<file path="config.mk">
export PLATFORM = sky130hd
export DESIGN_NAME = axi_wr_dev_router
export DESIGN_NICKNAME = d
export VERILOG_FILES = /design/src/rtl/axi_wr_dev_router.sv
export SDC_FILE = /design/constraint.sdc
export NUM_CORES = 1
export LEC_CHECK = 0
export ABC_AREA = 1
export CORE_MARGIN = 5
export CORE_UTILIZATION = 47
export DETAILED_ROUTE_END_ITERATION = 8
export PLACE_DENSITY = 0.76
export SLEW_MARGIN = 10
export SYNTH_ARGS = -nofsm -noshare
export SYNTH_HDL_FRONTEND = slang
export SYNTH_SLANG_ARGS = --single-unit
</file>
<file path="constraint.sdc">
create_clock -name aclk -period 1.5 [get_ports aclk]
set_input_delay 0.225 -clock aclk [delete_from_list [all_inputs] [get_ports aclk]]
set_output_delay 0.225 -clock aclk [all_outputs]
set_load 0.01 [all_outputs]
</file>
<file path="src/rtl/axi_wr_dev_router.sv">
// Routes AXI write-slave bursts to one of four address-decoded devices, arbitrating
// device 0 against a local sequencer and aborting bursts that stall too long.
module axi_wr_dev_router #(
    parameter int                      ADDRESS_BITS = 10,
    parameter logic [ADDRESS_BITS-1:0] DEV0_BASE    = ADDRESS_BITS'(0) << (ADDRESS_BITS-2),
    parameter logic [ADDRESS_BITS-1:0] DEV1_BASE    = ADDRESS_BITS'(1) << (ADDRESS_BITS-2),
    parameter logic [ADDRESS_BITS-1:0] DEV2_BASE    = ADDRESS_BITS'(2) << (ADDRESS_BITS-2),
    parameter logic [ADDRESS_BITS-1:0] DEV3_BASE    = ADDRESS_BITS'(3) << (ADDRESS_BITS-2),
    parameter logic [ADDRESS_BITS-1:0] DEV0_MASK    = {2'b11, {(ADDRESS_BITS-2){1'b0}}},
    parameter logic [ADDRESS_BITS-1:0] DEV1_MASK    = {2'b11, {(ADDRESS_BITS-2){1'b0}}},
    parameter logic [ADDRESS_BITS-1:0] DEV2_MASK    = {2'b11, {(ADDRESS_BITS-2){1'b0}}},
    parameter logic [ADDRESS_BITS-1:0] DEV3_MASK    = {2'b11, {(ADDRESS_BITS-2){1'b0}}},
    parameter int                      TIMEOUT      = 256
) (
    input  logic                    aclk,
    input  logic                    rst,
    input  logic [ADDRESS_BITS-1:0] pre_awaddr,
    input  logic [3:0]              pre_awlen,
    input  logic                    start_burst,
    input  logic                    bram_wen,
    output logic                    dev_ready,
    input  logic [3:0]              dev_rdy_in,
    output logic [3:0]              dev_wen,
    output logic [1:0]              sel,
    output logic                    busy,
    input  logic                    loc_req,
    output logic                    loc_gnt,
    output logic                    err_unmapped,
    output logic                    err_timeout,
    input  logic                    err_clr
);

    localparam int TW = (TIMEOUT > 2) ? $clog2(TIMEOUT) : 1;

    typedef enum logic {S_IDLE, S_BURST} state_t;

    state_t          r_state;
    logic [1:0]      r_sel;
    logic            r_unmapped;
    logic [3:0]      r_remaining;
    logic            r_abort;
    logic [TW-1:0]   r_tcnt;
    logic            r_loc_gnt;
    logic            r_err_unmapped;
    logic            r_err_timeout;

    logic [3:0]      w_hit;
    logic [1:0]      w_dec_sel;
    logic            w_dec_unmapped;
    logic            w_burst_live;
    logic            w_dev0_claim;
    logic            w_tmo_hit;

    // Unmapped/aborted targets report ready so the write slave drains the burst.
    function automatic logic rdy_of(input logic [1:0] idx, input logic force_rdy,
                                    input logic [3:0] rdy, input logic gnt);
        if (force_rdy)
            return 1'b1;
        if (idx == 2'd0 && gnt)
            return 1'b0;
        return rdy[idx];
    endfunction

    assign w_hit[0] = (pre_awaddr & DEV0_MASK) == DEV0_BASE;
    assign w_hit[1] = (pre_awaddr & DEV1_MASK) == DEV1_BASE;
    assign w_hit[2] = (pre_awaddr & DEV2_MASK) == DEV2_BASE;
    assign w_hit[3] = (pre_awaddr & DEV3_MASK) == DEV3_BASE;

    always_comb begin
        w_dec_sel      = 2'd0;
        w_dec_unmapped = 1'b0;
        if (w_hit[0])      w_dec_sel = 2'd0;
        else if (w_hit[1]) w_dec_sel = 2'd1;
        else if (w_hit[2]) w_dec_sel = 2'd2;
        else if (w_hit[3]) w_dec_sel = 2'd3;
        else               w_dec_unmapped = 1'b1;
    end

    assign w_burst_live = (r_state == S_BURST) && !r_unmapped && !r_abort;
    // Device 0 is claimed by the AXI side from the start strobe onward.
    assign w_dev0_claim = (w_burst_live && r_sel == 2'd0) ||
                          (start_burst && !w_dec_unmapped && w_dec_sel == 2'd0);
    assign w_tmo_hit    = (r_state == S_BURST) && !start_burst && !bram_wen &&
                          (r_tcnt == TW'(TIMEOUT-1));

    always_ff @(posedge aclk or posedge rst) begin
        if (rst) begin
            r_state        <= S_IDLE;
            r_sel          <= 2'd0;
            r_unmapped     <= 1'b0;
            r_remaining    <= 4'd0;
            r_abort        <= 1'b0;
            r_tcnt         <= '0;
            r_loc_gnt      <= 1'b0;
            r_err_unmapped <= 1'b0;
            r_err_timeout  <= 1'b0;
        end else begin
            r_loc_gnt <= loc_req && (r_loc_gnt || !w_dev0_claim);

            if (start_burst && w_dec_unmapped) r_err_unmapped <= 1'b1;
            else if (err_clr)                  r_err_unmapped <= 1'b0;

            if (w_tmo_hit)    r_err_timeout <= 1'b1;
            else if (err_clr) r_err_timeout <= 1'b0;

            if (start_burst) begin
                r_state     <= S_BURST;
                r_sel       <= w_dec_sel;
                r_unmapped  <= w_dec_unmapped;
                r_remaining <= pre_awlen;
                r_abort     <= 1'b0;
                r_tcnt      <= '0;
            end else if (r_state == S_BURST) begin
                if (bram_wen) begin
                    r_tcnt <= '0;
                    if (r_remaining == 4'd0)
                        r_state <= S_IDLE;
                    else
                        r_remaining <= r_remaining - 4'd1;
                end else if (w_tmo_hit) begin
                    r_abort <= 1'b1;
                end else begin
                    r_tcnt <= r_tcnt + TW'(1);
                end
            end
        end
    end

    always_comb begin
        dev_ready = 1'b0;
        if (!rst) begin
            if (start_burst)
                dev_ready = rdy_of(w_dec_sel, w_dec_unmapped, dev_rdy_in, r_loc_gnt);
            else if (r_state == S_BURST)
                dev_ready = rdy_of(r_sel, r_unmapped || r_abort, dev_rdy_in, r_loc_gnt);
        end
    end

    always_comb begin
        dev_wen = 4'd0;
        if (!rst && w_burst_live && bram_wen)
            dev_wen[r_sel] = 1'b1;
    end

    assign sel          = r_sel;
    assign busy         = (r_state == S_BURST);
    assign loc_gnt      = r_loc_gnt;
    assign err_unmapped = r_err_unmapped;
    assign err_timeout  = r_err_timeout;

endmodule
</file>
==> results.md <==
* Horiz. Die Dim at 60.9 um
* Violated checks: negative setup slack
* Final worst-path setup slack at -0.141 ns
* Fmax at 0.610 GHz
* Path category of the worst min-delay check: input pin to asynchronous set/reset pin
* Top-level I/O count at 35
* Via-per-instance ratio at 5.17
* Buffer depth of the longest clock path at 2
* Cell area after synthesis at 0.00122 mm2
* Hold Fails Final Rpt at 0
* Proportion of power drawn by flip-flops and latches at 44.5%
* Number of placed instances with taps included at 246
* Data arrival time of the worst path at 1.42 ns
* Clk network pwr share at 22.3%
* Core occupancy in the finished layout at 75.0%
* Insertion delay to the later sink of the worst-skew pair at 0.30 ns
* Register area share after synthesis at 41.0%
* Final count of pins violating max slew at 0
* Number of standard cells in the final layout excluding fillers at 256
* Starting density of the core at 49.2%
* Overall Global Routing Usage at 20.6%
* HPWL after DPL at 2.67 mm
* Logic gate share of total power at 33.3%
* Static leakage at 0.926 nW
* Total number of clock tree sinks at 20
* Critical Path Source Type: register
* Iteration count of the initial detailed-routing pass at 4
* Root buffer cell: clkbuf_4
* Average cell area after synthesis at 7.48 um2
* Vertical die dimension at 60.9 um
* CP max FO at 4
* Tcrit/Tclk final at 109%
* Post-Synthesis Net Count at 190
* Antenna violations before repair at 0
* Power density over the cells at 759 mW/mm2
* Synth warnings at 0
* Diode insertion count for antenna repair at 0
* CTS Hold Buffers Added at 0
* Clock edge transition at the registers on the reported setup and hold paths at 0.11 ns
* Total Routed Length at 3.44 mm
* Core Rows at 18
* 1st-iter DRT viols at 80
* Number of buffers created by CTS at 3
* Worst Max-Slew Pin Slew at 0.226 ns
* Total negative slack for setup checks at -0.410 ns
* Number of cells produced by synthesis at 163
* Peak supply drop at 0.581 mV
* Number of synthesized register bits at 20
* Post-route DRC at 0
* Die area at 0.00371 mm2
* Post-Route Skew at 0.00230 ns
* Core area at 0.00248 mm2
* Vias in the first global route at 1340
* Slew headroom at 84.9%
* Switching power as a share of total power at 31.8%
* Power consumption at 1.41 mW
* Switching pwr at 0.448 mW
* Required arrival time at the worst endpoint at 1.27 ns
* Int Power at 0.962 mW
* Routed length per placed instance at 13.4 um
* Result of the run: finished with violations
* Clock tree from TritonCTS: done
* Worst Setup Slack post-DPL at -0.470 ns
* H-tree depth at 1
* Kind of critical path: register to output pin
* Layout filler cell count at 198
* Largest net degree at the start of global routing at 13
* Final layout net count at 254
* Layout overhead on the synthesized area at 52.3%
* Count of antenna-violating nets left after detailed routing at 0
* Category of the worst setup path capture point: output pin
* Setup-failing EPs final at 5
* Count of distinct cell types in the synthesized netlist at 28
* First-pass GRT wire length at 5.78 mm
* Number of buffers added on ports at 26
* Grt ovf at 0
* RSZ-0062 raised after global routing: true
* Vias after detailed routing at 1324
* Gpl congestion at 0.891
* Proportion of layout cells with a drive suffix above 1 at 31.9%
* Clock period minus worst slack at 1.64 ns
* # Max-Cap Violations at 0
-- flip-flops by register name, summed over array words and instances, names as in the netlist --
register and count:
r_abort 1, r_unmapped 1, err_unmapped 1, err_timeout 1
r_tcnt 8, loc_gnt 1, busy 1, sel 2
r_remaining 4
-- placed cells by master (no fill, tap or decap), types with 3 or more instances in the layout --
cell and instances:
nand4_1 4, dlymetal6s2s_1 3, clkbuf_4 3, buf_4 32
buf_6 3, clkdlybuf4s50_1 14, inv_2 4, ha_1 3
nor2_1 13, o21ai_0 11, buf_2 5, nor2_4 3
a21oi_1 3, nand3_2 4, nand2_1 36, dfrtp_1 20
dlygate4sd2_1 3, nand3_1 14, inv_1 19, o21ai_1 3
nor3_2 4, nor2_2 4
-- critical path, cell delays in order, from the launching register on --
cell and delay, ns:
dfrtp_1 0.44, nor2_2 0.18, nand2_1 0.08, nand4_1 0.09, a21oi_2 0.07, nor2_1 0.12, buf_2 0.14
-- what timing repair did --
item	4_1_cts	5_1_grt
endpoints found under the setup margin	9	10
buffers inserted	0	6
pin swaps	6	8
resized for setup	35	16
-- path summary, 6_finish.rpt --
path                                     startpoint                        to  slack, ns  cells past startpoint
setup / recovery                 sel[1]$_DFFE_PP0P_                 dev_ready      -0.14                      6
hold / removal                                  rst        sel[1]$_DFFE_PP0P_       0.33                      3
setup reg to reg              r_tcnt[0]$_DFFE_PP0P_     r_tcnt[2]$_DFFE_PP0P_       0.11                      8
hold reg to reg            err_unmapped$_DFFE_PP0P_  err_unmapped$_DFFE_PP0P_       0.50                      2
max in group asynchronous                       rst     r_tcnt[4]$_DFFE_PP0P_       0.96                      3
min in group aclk                          bram_wen            busy$_DFF_PP0_       0.38                      3
-- cell families after synthesis --
logic type	synth area share [%]
AND/OR/NAND/NOR	33.6
AO/OA/AOI/OAI	12.4
buffers and inverters	8.41
flip-flops	41.0
adder cells (fa/ha/maj)	3.08
XOR/XNOR	1.44
-- metrics by stage --
| step | area (um2) | hold slack [ns] |
|---|---|---|
| floorplan | 1220 | 0.206 |
| global placement | 1730 | 0.476 |
| detailed placement | 1730 | 0.496 |
| CTS | 1770 | 0.278 |
| global route | 1860 | 0.339 |
| finish | 1860 | 0.330 |
-- layout make-up --
type	count	area (um2)	area share, %
Tap cell	30	37.5	2.02
Timing Repair Buffer	61	508	27.3
Multi-Input combinational cell	117	683	36.8
Sequential cell	20	500	26.9
Clock buffer	4	36.3	1.95
Inverter	24	92.6	4.98
-- metal layers --
layer	up-vias	part of all wire (%)	track usage (%)
li1	661	-	-
met3	8	5.8	3.40
met4	0	1.5	8.36
met1	618	40	23.0
met2	37	53	38.5
met5	-	0	0
-- Yosys cell counts, drive strengths merged --
master  instances  share of area (%)
ha              3                3.1
inv            24                7.6
o21ai          15                6.5
a31oi           1               0.51
nor2           20                7.8
dfrtp          20                 41
a21oi           5                2.4
o21bai          1               0.62
nand3          19                8.2
buf             2               0.82
nand4           4                2.1
xnor2           1               0.72
o211ai          2                1.2
o31ai           1               0.62
xor2            1               0.72
nand2          39                 14
nor3            4                1.6
a21boi          1               0.62
-- power by group through the flow --
stage	sequential (mW)	clock, mW	combinational [mW]
floorplan	0.636	0	0.224
detailed placement	0.639	0	0.438
global route	0.634	0.351	0.520
finish	0.627	0.314	0.469
CTS	0.629	0.327	0.440
global placement	0.630	0	0.421
No activity file was read; power rests on OpenSTA's default activity.
